File: config.mk
export PLATFORM = sky130hd
export DESIGN_NAME = scale_measure_controller
export DESIGN_NICKNAME = d
export VERILOG_FILES = /design/src/rtl/scale_measure_controller.sv
export SDC_FILE = /design/constraint.sdc
export NUM_CORES = 1
export LEC_CHECK = 0
export BUFFER_PORTS_ARGS = -buffer_cell sky130_fd_sc_hd__buf_2
export CAP_MARGIN = 10
export CELL_PAD_IN_SITES_DETAIL_PLACEMENT = 0
export CELL_PAD_IN_SITES_GLOBAL_PLACEMENT = 1
export CORE_AREA = 2 2 106 108
export CTS_BUF_LIST = sky130_fd_sc_hd__clkbuf_16
export DETAILED_ROUTE_END_ITERATION = 7
export DIE_AREA = 0 0 108 110
export GPL_ROUTABILITY_DRIVEN = 0
export HOLD_SLACK_MARGIN = 0.08
export PLACE_DENSITY_LB_ADDON = 0.1
export SYNTH_ARGS = -nofsm -noshare
export SYNTH_HDL_FRONTEND = slang
export SYNTH_SLANG_ARGS = --single-unit
File: constraint.sdc
create_clock -name clk -period 3.42 [get_ports clk]
set_input_delay 0.342 -clock clk [delete_from_list [all_inputs] [get_ports clk]]
set_output_delay 0.342 -clock clk [all_outputs]
set_load 0.01 [all_outputs]
File: src/rtl/scale_measure_controller.sv
// rtl/scale_measure_controller.sv - smart-scale measurement sequencer for the BMI datapath
//
// Purpose:
//   Runs one measurement. It latches the height, then collects NSAMP weight
//   samples, and checks that their spread is within TOL. When the samples are
//   stable it averages them and drives the average into the BMI classifier
//   for CALC_LAT cycles. It then latches a 2-bit class and holds the result
//   until the host sends ack. Unstable attempts are retried up to MAX_RETRY
//   times. A stalled load cell ends the run with err_timeout.
//
// Ports:
//   clk, rst                      clock, synchronous active-high reset
//   start, h_in                   begin a measurement (IDLE only), height to latch
//   w_valid, w_in                 weight sample strobe and value
//   dp_weight, dp_height, dp_en   classifier operands and enable (COMPUTE)
//   dp_over, dp_norm, dp_under    classifier flags
//   busy                          high outside IDLE
//   res_valid, res_class,
//   res_weight                    result held in DONE
//   err_unstable, err_timeout,
//   err_class                     error indications held in DONE
//   ack                           host consumes the result (DONE only)

module scale_measure_controller #(
  parameter int NSAMP     = 4,
  parameter int TOL       = 3,
  parameter int CALC_LAT  = 2,
  parameter int MAX_RETRY = 3,
  parameter int TIMEOUT   = 255
) (
  input  logic       clk,
  input  logic       rst,
  input  logic       start,
  input  logic [7:0] h_in,
  input  logic       w_valid,
  input  logic [8:0] w_in,
  output logic [8:0] dp_weight,
  output logic [7:0] dp_height,
  output logic       dp_en,
  input  logic       dp_over,
  input  logic       dp_norm,
  input  logic       dp_under,
  output logic       busy,
  output logic       res_valid,
  output logic [1:0] res_class,
  output logic [8:0] res_weight,
  output logic       err_unstable,
  output logic       err_timeout,
  output logic       err_class,
  input  logic       ack
);

  localparam int LOG2N = $clog2(NSAMP);
  localparam int SW    = 9 + LOG2N;
  localparam int CW    = LOG2N + 1;
  localparam int TW    = (TIMEOUT > 1) ? $clog2(TIMEOUT + 1) : 1;
  localparam int RW    = (MAX_RETRY > 0) ? $clog2(MAX_RETRY + 1) : 1;
  localparam int LW    = (CALC_LAT > 1) ? $clog2(CALC_LAT) : 1;

  typedef enum logic [1:0] {
    S_IDLE    = 2'd0,
    S_SAMPLE  = 2'd1,
    S_COMPUTE = 2'd2,
    S_DONE    = 2'd3
  } state_t;

  state_t        state_q, state_d;
  logic [SW-1:0] sum_q, sum_d;
  logic [CW-1:0] cnt_q, cnt_d;
  logic [8:0]    min_q, min_d;
  logic [8:0]    max_q, max_d;
  logic [RW-1:0] retry_q, retry_d;
  logic [TW-1:0] tmo_q, tmo_d;
  logic [LW-1:0] lat_q, lat_d;

  logic [8:0]    dp_weight_q, dp_weight_d;
  logic [7:0]    dp_height_q, dp_height_d;
  logic          dp_en_q, dp_en_d;
  logic          busy_q, busy_d;
  logic          res_valid_q, res_valid_d;
  logic [1:0]    res_class_q, res_class_d;
  logic [8:0]    res_weight_q, res_weight_d;
  logic          err_unstable_q, err_unstable_d;
  logic          err_timeout_q, err_timeout_d;
  logic          err_class_q, err_class_d;

  // max_q >= min_q whenever this is consulted (at least one sample taken).
  logic [8:0] spread;
  assign spread = max_q - min_q;

  always_comb begin
    state_d        = state_q;
    sum_d          = sum_q;
    cnt_d          = cnt_q;
    min_d          = min_q;
    max_d          = max_q;
    retry_d        = retry_q;
    tmo_d          = tmo_q;
    lat_d          = lat_q;
    dp_weight_d    = dp_weight_q;
    dp_height_d    = dp_height_q;
    res_class_d    = res_class_q;
    res_weight_d   = res_weight_q;
    err_unstable_d = err_unstable_q;
    err_timeout_d  = err_timeout_q;
    err_class_d    = err_class_q;

    case (state_q)
      S_IDLE: begin
        if (start) begin
          state_d     = S_SAMPLE;
          dp_height_d = h_in;
          sum_d       = '0;
          cnt_d       = '0;
          retry_d     = '0;
          min_d       = 9'd511;
          max_d       = 9'd0;
          tmo_d       = '0;
        end
      end

      S_SAMPLE: begin
        if (cnt_q == CW'(NSAMP)) begin
          // Evaluate cycle: any sample offered now is dropped.
          if (spread <= 9'(TOL)) begin
            dp_weight_d = sum_q[SW-1:LOG2N];
            lat_d       = '0;
            state_d     = S_COMPUTE;
          end else if (retry_q < RW'(MAX_RETRY)) begin
            retry_d = retry_q + RW'(1);
            sum_d   = '0;
            cnt_d   = '0;
            min_d   = 9'd511;
            max_d   = 9'd0;
            tmo_d   = '0;
          end else begin
            err_unstable_d = 1'b1;
            res_class_d    = 2'b00;
            res_weight_d   = 9'd0;
            state_d        = S_DONE;
          end
        end else if (w_valid) begin
          sum_d = sum_q + SW'(w_in);
          cnt_d = cnt_q + CW'(1);
          if (w_in < min_q) min_d = w_in;
          if (w_in > max_q) max_d = w_in;
          tmo_d = '0;
        end else if (tmo_q == TW'(TIMEOUT - 1)) begin
          // This idle cycle is the TIMEOUT-th in a row.
          err_timeout_d = 1'b1;
          res_class_d   = 2'b00;
          res_weight_d  = 9'd0;
          state_d       = S_DONE;
        end else begin
          tmo_d = tmo_q + TW'(1);
        end
      end

      S_COMPUTE: begin
        if (lat_q == LW'(CALC_LAT - 1)) begin
          state_d      = S_DONE;
          res_weight_d = dp_weight_q;
          case ({dp_over, dp_norm, dp_under})
            3'b100:  res_class_d = 2'b11;
            3'b010:  res_class_d = 2'b10;
            3'b001:  res_class_d = 2'b01;
            default: begin
              res_class_d  = 2'b00;
              res_weight_d = 9'd0;
              err_class_d  = 1'b1;
            end
          endcase
        end else begin
          lat_d = lat_q + LW'(1);
        end
      end

      S_DONE: begin
        if (ack) begin
          state_d        = S_IDLE;
          res_class_d    = 2'b00;
          res_weight_d   = 9'd0;
          err_unstable_d = 1'b0;
          err_timeout_d  = 1'b0;
          err_class_d    = 1'b0;
        end
      end

      default: state_d = S_IDLE;
    endcase

    // Status outputs are registered copies of the upcoming state.
    dp_en_d     = (state_d == S_COMPUTE);
    busy_d      = (state_d != S_IDLE);
    res_valid_d = (state_d == S_DONE);
  end

  always_ff @(posedge clk) begin
    if (rst) begin
      state_q        <= S_IDLE;
      sum_q          <= '0;
      cnt_q          <= '0;
      min_q          <= '0;
      max_q          <= '0;
      retry_q        <= '0;
      tmo_q          <= '0;
      lat_q          <= '0;
      dp_weight_q    <= '0;
      dp_height_q    <= '0;
      dp_en_q        <= 1'b0;
      busy_q         <= 1'b0;
      res_valid_q    <= 1'b0;
      res_class_q    <= '0;
      res_weight_q   <= '0;
      err_unstable_q <= 1'b0;
      err_timeout_q  <= 1'b0;
      err_class_q    <= 1'b0;
    end else begin
      state_q        <= state_d;
      sum_q          <= sum_d;
      cnt_q          <= cnt_d;
      min_q          <= min_d;
      max_q          <= max_d;
      retry_q        <= retry_d;
      tmo_q          <= tmo_d;
      lat_q          <= lat_d;
      dp_weight_q    <= dp_weight_d;
      dp_height_q    <= dp_height_d;
      dp_en_q        <= dp_en_d;
      busy_q         <= busy_d;
      res_valid_q    <= res_valid_d;
      res_class_q    <= res_class_d;
      res_weight_q   <= res_weight_d;
      err_unstable_q <= err_unstable_d;
      err_timeout_q  <= err_timeout_d;
      err_class_q    <= err_class_d;
    end
  end

  assign dp_weight    = dp_weight_q;
  assign dp_height    = dp_height_q;
  assign dp_en        = dp_en_q;
  assign busy         = busy_q;
  assign res_valid    = res_valid_q;
  assign res_class    = res_class_q;
  assign res_weight   = res_weight_q;
  assign err_unstable = err_unstable_q;
  assign err_timeout  = err_timeout_q;
  assign err_class    = err_class_q;

endmodule

* Word-level counts from Yosys, hierarchy flattened
Cells that the tools add are included.
** Word-level totals
- Flip-flop bits (word level) :: 79
- Bits in latches :: 0
- RAM bits :: 0
- Memory bits (read-only) :: 0
- Input port bits :: 25
- Logic and storage cells :: 160
- Memories kept :: 0
** Operators by class
- Add/sub/neg operators :: 6
- Multiply operators :: 0
- Divide/modulo/power cells :: 0
- $lt $le $gt $ge :: 4
- Equal/unequal tests :: 31
- Shifts and indexed selects :: 0
- Multiplexer cells :: 81
- Bitwise gates (word level) :: 0
- Reduce and logical (&&, ||, !) cells :: 20
** Operators by type and width (number)
- two-way mux 9 bit :: 20
- two-way mux 11 bit :: 5
- two-way mux 8 bit :: 6
- two-way mux 2 bit :: 19
- case mux 9 bit (2 select lines) :: 2
- case mux 9 bit (3 select lines) :: 1
- AND reduction 5 bit :: 5
- inequality test 2 bit (second input constant) :: 12
- inequality test 3 bit (second input constant) :: 8
- case mux 11 bit (2 select lines) :: 1
- case mux 8 bit (2 select lines) :: 1
- two-way mux 3 bit :: 5
- two-way mux 1 bit :: 12
- case mux 2 bit (3 select lines) :: 2
- AND reduction 6 bit :: 2
- adder 11 x 9 -> 11 bit :: 1
- nonzero test 2 bit :: 5
- > comparator 9 bit :: 1
- <= comparator 9 x 2 -> 1 bit (second input constant) :: 1
- less-than comparator 9 bit :: 1
- subtractor 9 bit :: 1
- adder 8 x 1 -> 8 bit (second input constant) :: 1
- equality test 2 bit (second input constant) :: 4
- equality test 8 bit (second input constant) :: 1
- 20 further kinds :: 25

* Depth between registers and ports, before layout
Gate-level depths: netlist of the first run.
- Word-level depth :: 6
- Gate-level depth with buffers :: 12
- Mapped depth without buffers :: 10

* Worst setup path before layout of the first run
OpenSTA, ideal clock, no wires.
- Kind :: register to register
- From :: register max_q[0]
- To :: register tmo_q[1]
- Data arrival time :: 2909 ps
- Path slack :: 389 ps
- Stages on the path, launching flop included :: 11
- Path buffers :: 0
- Period minus slack after synthesis :: 3031 ps
- Cell sequence :: dfxtp_1 -> inv_1 -> ha_1 -> fa_1 -> nor2b_1 -> nor2b_1 -> mux2_2 -> a2111o_1 -> o41a_1 -> o311a_4 -> mux2_4
** On the way
- Word-level cells in the longest chain between the ends :: 4
** RTL lines
- start, declared :: RTL line 71 : logic [8:0] max_q, max_d;
- start signal, assigned :: RTL line 223 : max_q <= max_d;
- subtractor 9 bit :: RTL line 89 : assign spread = max_q - min_q;
- <= comparator 9 x 2 -> 1 bit :: RTL line 125 : if (spread <= 9'(TOL)) begin
- inequality test 3 bit (no line)
- AND reduction 5 bit (no line)
- end signal, assigned :: RTL line 225 : tmo_q <= tmo_d;
- end, declared :: RTL line 73 : logic [TW-1:0] tmo_q, tmo_d;
Every way passes these cells.
A chain may end at the register's enable or synchronous reset.

* Worst setup path after layout of the first run
Same ends and word-level chain as after synthesis.

==> results of run 1 <==
## flip-flops by register name (all words and copies together) (netlist names)
register,count
dp_weight,9
cnt_q,3
state_q,2
dp_height,8
busy,1
dp_en,1
min_q,9
lat_q,1
res_valid,1
sum_q,11
tmo_q,8
res_class,2
retry_q,2
res_weight,9
err_class,1
err_timeout,1
max_q,9
err_unstable,1
## area by class of cell
| type | instances | area [sq um] |
|---|---|---|
| Fill cell | 1061 | 5500 |
| Multi-Input combinational cell | 403 | 2700 |
| Sequential cell | 79 | 1580 |
| Timing Repair Buffer | 63 | 353 |
| Clock buffer | 9 | 225 |
| Tap cell | 140 | 175 |
| Inverter | 31 | 116 |
| Clock inverter | 7 | 41.3 |
## worst max-delay path by stage
stage,endpoint,cells after the start
final,tmo_q[1],10
after global placement,tmo_q[1],10
after detailed placement,tmo_q[1],10
after CTS,tmo_q[1],10
after global routing,min_q[7],10
after floorplan,tmo_q[1],10
## placed cells by master, fill, tap and decap left out, types with 4 or more instances in the layout
master	n
nand2b_1	5
nor2b_1	9
a21oi_1	58
nand4_1	15
or3_1	7
o21a_1	7
nand2_1	67
xor2_1	6
clkbuf_16	9
nand3_1	10
dfxtp_1	79
ha_1	39
a311oi_2	4
o21ai_0	34
or4_1	6
a22o_1	9
buf_2	58
a211oi_1	11
and2_1	4
nor3_1	5
o31ai_1	8
inv_1	31
nor2_1	34
## where the power goes
group,leakage [nW],internal [mW],switching (mW),total [mW]
clock,0.130,0.485,0.390,0.875
sequential,0.643,0.950,0.0201,0.970
combinational,1.37,0.146,0.215,0.360
## kinds of logic after synthesis
logic type	count (synthesis)	synth area share (%)
AOI/OAI and AO/OA	175	26.9
DFF	79	35.2
buffers and inverters	55	4.66
and+or+nand+nor	173	18.5
xor gates and xnor gates	9	1.76
muxes	5	1.25
adders and majority gates	41	11.8
## metal layers
metal  global-route usage [%]  part of all wire [%]  wire, um
met4                     7.51                   1.9       218
met3                     3.17                   2.8       319
met1                     26.7                    49      5450
met5                        0                     0         0
met2                     32.9                    47      5250
## worst min-delay path: cells and delay by family
kind / cells / cell delay, ns
and+or+nand+nor: 1 / 0.05
buffers and inverters: 1 / 0.09
AOI/OAI and AO/OA: 1 / 0.05
## cell usage after synthesis, types with 6 or more instances
master,instances
o21ai_0,35
nand4_1,15
nor2_1,34
a21oi_1,58
clkbuf_1,17
dfxtp_1,79
or3_1,7
o31ai_1,8
nor2b_1,9
nand3_1,10
inv_1,30
nand2_1,67
a211oi_1,11
ha_1,39
o21a_1,7
xor2_1,6
or4_1,6
a22o_1,9
## metrics by stage
step                cell area, sq um  instances  setup slack (ns)  hold slack (ns)
detailed placement              4930        716             0.186            0.446
CTS                             5200        732             0.158            0.232
floorplan                       4490        537             0.389            0.438
finish                          5200        732             0.166            0.242
global route                    5200        732            0.0308            0.245
global placement                4930        716             0.217            0.439
==> impl_metrics.env, run 1 <==
export IMPL_r2r_start="max_q[0]"
export IMPL_hold_buffers=0
export IMPL_ir_drop_mv=0.194
export IMPL_grt_overflow=0
export IMPL_maxSlewHeadroom_pct=46.8
export IMPL_startpoint="max_q[0]"
export IMPL_cp_slowest_stage_delay_ns=0.48
export IMPL_period_minus_slack_ns=3.25
export IMPL_criticalPathCategory="flip-flop to flip-flop"
export IMPL_firstDrtPassIters=4
export IMPL_synth_top_area_cell="dfxtp_1"
export IMPL_ys_flop_type="dfxtp_1"
export IMPL_hold_violations=0
export IMPL_clk_latency_ns=0.34
export IMPL_antenna_cells=0
export IMPL_numCtsBuffers=9
export IMPL_r2r_cells=10
export IMPL_synth_nets=603
export IMPL_grt_pass1_wl_mm=18.9
export IMPL_critical_path_peak_fanout=6
export IMPL_dieArea_sq_um=11900
export IMPL_ctsResizeCount=0
export IMPL_setup_tns_final_ns=0
export IMPL_hp_class="input pin to flip-flop"
export IMPL_p_leak_nw=2.14
export IMPL_num_vias=4038
export IMPL_ys_seq_area_share_pct=35.2
export IMPL_antenna_left=0
export IMPL_min_from="h_in[0]"
export IMPL_cp_top_family="compound AO/OA/AOI/OAI gates"
export IMPL_vias_per_cell=5.52
export IMPL_boundaryPins=59
export IMPL_finClkSkew_ns=0.00736
export IMPL_syn_avg_cell_area_sq_um=8.36
export IMPL_rsz0062_at_grt="false"
export IMPL_area_growth_pct=15.8
export IMPL_crit_chain="inv_1, ha_1, fa_1, nor2b_1, nor2b_1, mux2_2, a2111o_1, o41a_1, o311a_4, mux2_4"
export IMPL_min_period_over_period_pct=95.2
export IMPL_avgRoutedWirePerCell_um=15.4
export IMPL_finalSetupViolations=0
export IMPL_antenna_found_initial=0
export IMPL_worstPathArrival_ns=3.48
export IMPL_reg2reg_slack_ns=0.17
export IMPL_synth_top_area_share_pct=35.2
export IMPL_cts_htree_levels=3
export IMPL_async_reset_ff_share_pct=0
export IMPL_portBuffers=58
export IMPL_fp_dieH_um=110
export IMPL_clkSinkCount=79
export IMPL_synth_area_sq_um=4490
export IMPL_max_freq_mhz=307
export IMPL_yosysUniqueCellTypes=60
export IMPL_drc=0
export IMPL_endpoint_kind="flip-flop"
export IMPL_critPathLaunchType="flip-flop"
export IMPL_critPathBufInv=1
export IMPL_die_width_um=108
export IMPL_layout_nets=653
export IMPL_clk_path_buf_depth=2
export IMPL_worstMarginPinSlew_ns=0.793
export IMPL_required_ns=3.64
export IMPL_synth_edf_count=0
export IMPL_status="completed"
export IMPL_cts_root_buf="clkbuf_16"
export IMPL_grt_pass1_vias=3932
export IMPL_ys_warn_count=0
export IMPL_grt_total_usage_pct=20.1
export IMPL_cts_tree="done"
export IMPL_core_sq_um=10700
export IMPL_drv_slew=0
export IMPL_drtIter0Drc=227
export IMPL_start_util_pct=42.0
export IMPL_final_layout_size_suffix_gt1_share_pct=15.5
export IMPL_wl_mm=11.2
export IMPL_cp_common_cell="nor2b_1"
export IMPL_cts_setup_buffers=0
export IMPL_synthTopCellsByArea="dfxtp_1 (35%), ha_1 (11%), a21oi_1 (6.5%)"
export IMPL_critPathSlowestCell="o41a_1"
export IMPL_min_path_cells=3
export IMPL_cts_clk_slew_worst_paths_ns=0.06
export IMPL_hold_path_endpoint="dp_height[0]"
export IMPL_final_util_pct=48.6
export IMPL_r2r_end="tmo_q[1]"
export IMPL_num_rows=38
export IMPL_grt_max_degree=39
export IMPL_maxCapViolations=0
export IMPL_synthCells=537
export IMPL_hpwl_mm=8.23
export IMPL_power_total_mw=2.21
export IMPL_powerDensity_nw_per_um2=424
export IMPL_ys_ff_latch=79
No activity file was read; power rests on OpenSTA's default activity.
==> run 2, diff against run 1 <==
SETUP_SLACK_MARGIN = 0.3   (was default)
==> run 2 against run 1 <==
Clock skew up 0.0014 ns. Non-clock buffer count grew 7. Sequential power hardly changed. First-iteration DRC count is 13% lower. Via count grew 1.2%. Wire length increased by 2.2%. Largest power group unchanged.
==> impl_metrics.env, run 2 (synthesis results as in run 1) <==
export IMPL_status="completed"
export IMPL_cts_tree="done"
export IMPL_whs_ns=0.241
export IMPL_drv_slew=0
export IMPL_powerDensity_nw_per_um2=421
export IMPL_antenna_left=0
export IMPL_dieArea_sq_um=11900
export IMPL_layout_commonest_cell="dfxtp_1"
export IMPL_drc=0
export IMPL_worstMarginPinSlew_ns=0.785
export IMPL_start_util_pct=42.0
export IMPL_ir_drop_mv=0.193
export IMPL_min_path_cells=3
export IMPL_grt_pass1_vias=3991
export IMPL_rsz0062_at_grt="true"
export IMPL_portBuffers=58
export IMPL_area_growth_pct=18.7
export IMPL_cts_clk_slew_worst_paths_ns=0.06
export IMPL_routed_wl_met3_um=319
export IMPL_antenna_cells=0
export IMPL_cts_root_buf="clkbuf_16"
export IMPL_r2r_start="min_q[1]"
export IMPL_hold_violations=0
export IMPL_cp_slowest_stage_delay_ns=0.47
export IMPL_critical_path_peak_fanout=6
export IMPL_finalSetupViolations=0
export IMPL_setup_tns_final_ns=0
export IMPL_maxCapViolations=0
export IMPL_critPathLaunchType="flip-flop"
export IMPL_drtIter0Drc=197
export IMPL_mostFrequentLayoutCells="dfxtp_1 (78), nand2_1 (67), a21oi_1 (58), buf_2 (58), ha_1 (38)"
export IMPL_antenna_found_initial=0
export IMPL_layout_nets=661
export IMPL_min_from="h_in[0]"
export IMPL_hp_class="input pin to flip-flop"
export IMPL_criticalPathCategory="flip-flop to flip-flop"
export IMPL_cts_htree_levels=3
export IMPL_wl_mm=11.5
export IMPL_grt_total_usage_pct=20.6
export IMPL_num_vias=4086
export IMPL_routed_wl_met2_mm=5.41
export IMPL_min_period_over_period_pct=89.4
export IMPL_clk_latency_ns=0.34
export IMPL_crit_chain="inv_1, ha_1, nor2b_4, o21a_1, o311a_1, a2111o_1, o41a_1, o311a_4, mux2_4"
export IMPL_hpwl_mm=8.23
export IMPL_r2r_end="tmo_q[1]"
export IMPL_critPathSlowestCell="o41a_1"
export IMPL_r2r_cells=9
export IMPL_clk_path_buf_depth=2
export IMPL_grt_overflow=0
export IMPL_period_minus_slack_ns=3.06
export IMPL_worstPathArrival_ns=3.28
export IMPL_endpoint_kind="flip-flop"
export IMPL_fp_dieH_um=110
export IMPL_reg2reg_slack_ns=0.36
export IMPL_grt_pass1_wl_mm=19.3
export IMPL_required_ns=3.64
export IMPL_firstDrtPassIters=5
export IMPL_hold_path_endpoint="dp_height[0]"
export IMPL_maxSlewHeadroom_pct=47.3
export IMPL_highest_layer="met4"
export IMPL_final_layout_size_suffix_gt1_share_pct=17.8
export IMPL_die_width_um=108
export IMPL_grt_max_degree=39
export IMPL_largest_register="sum_q"
export IMPL_boundaryPins=59
export IMPL_power_total_mw=2.24
export IMPL_vias_per_cell=5.52
export IMPL_max_freq_mhz=327
export IMPL_clkSinkCount=79
export IMPL_num_rows=38
export IMPL_avgRoutedWirePerCell_um=15.5
export IMPL_finClkSkew_ns=0.00877
export IMPL_m1WireLength_mm=5.53
export IMPL_largest_register_ffs=11
export IMPL_numCtsBuffers=9
export IMPL_core_sq_um=10700
export IMPL_p_leak_nw=2.19
[run 2: through the flow]
stage	utilization (%)	cell area, sq um	worst slack, ns	cells
3_5_place_dp	46.1	4930	0.186	716
4_1_cts	49.5	5290	0.291	738
6_report	49.8	5330	0.363	740
5_1_grt	49.8	5330	0.272	740
2_1_floorplan	-	4490	0.389	537
3_3_place_gp	46.1	4930	0.217	716
[run 2: worst max-delay path, delay by kind of cell (launching register included)]
| family | cells | cell delay (ns) |
|---|---|---|
| AO/OA/AOI/OAI | 5 | 1.74 |
| flip-flops | 1 | 0.38 |
| AND/OR/NAND/NOR | 1 | 0.14 |
| multiplexers | 1 | 0.30 |
| buffers and inverters | 1 | 0.09 |
| adder cells (fa/ha/maj) | 1 | 0.29 |
[run 2: cell type report]
cell class	count	area, sq um
Clock inverter	7	41.3
Tap cell	140	175
Sequential cell	79	1580
Multi-Input combinational cell	404	2770
Inverter	31	116
Timing Repair Buffer	70	418
Fill cell	1051	5370
Clock buffer	9	225
[run 2: timing repair]
action                     in CTS  in global routing
cloned                          1                  0
setup buffers                   5                  2
pin swaps                       5                  4
setup endpoints to repair      25                 26
resized for setup              10                  1
hold endpoints to repair        0                  0
hold buffers                    0                  0
[run 2: worst max path at each step]
stage / slack (ns) / start / to
after floorplan: 0.39 / max_q[0] / tmo_q[1]
after global placement: 0.22 / max_q[0] / tmo_q[1]
after detailed placement: 0.19 / max_q[0] / tmo_q[1]
after CTS: 0.29 / max_q[0] / tmo_q[1]
after global routing: 0.27 / min_q[1] / tmo_q[1]
final: 0.36 / min_q[1] / tmo_q[1]
[run 2: power by group]
group | switching (mW) | internal (mW) | total (mW) | leakage [nW]
Clock | 0.395 | 0.485 | 0.880 | 0.130
Sequential | 0.0209 | 0.950 | 0.971 | 0.643
Combinational | 0.223 | 0.166 | 0.389 | 1.42
Total | 0.639 | 1.60 | 2.24 | 2.19
[run 2: metal layers]
layer / vias up / track usage [%]
met5: - / 0
met4: 0 / 7.51
met3: 18 / 3.06
met1: 1919 / 27.5
met2: 66 / 33.7
li1: 2083 / -
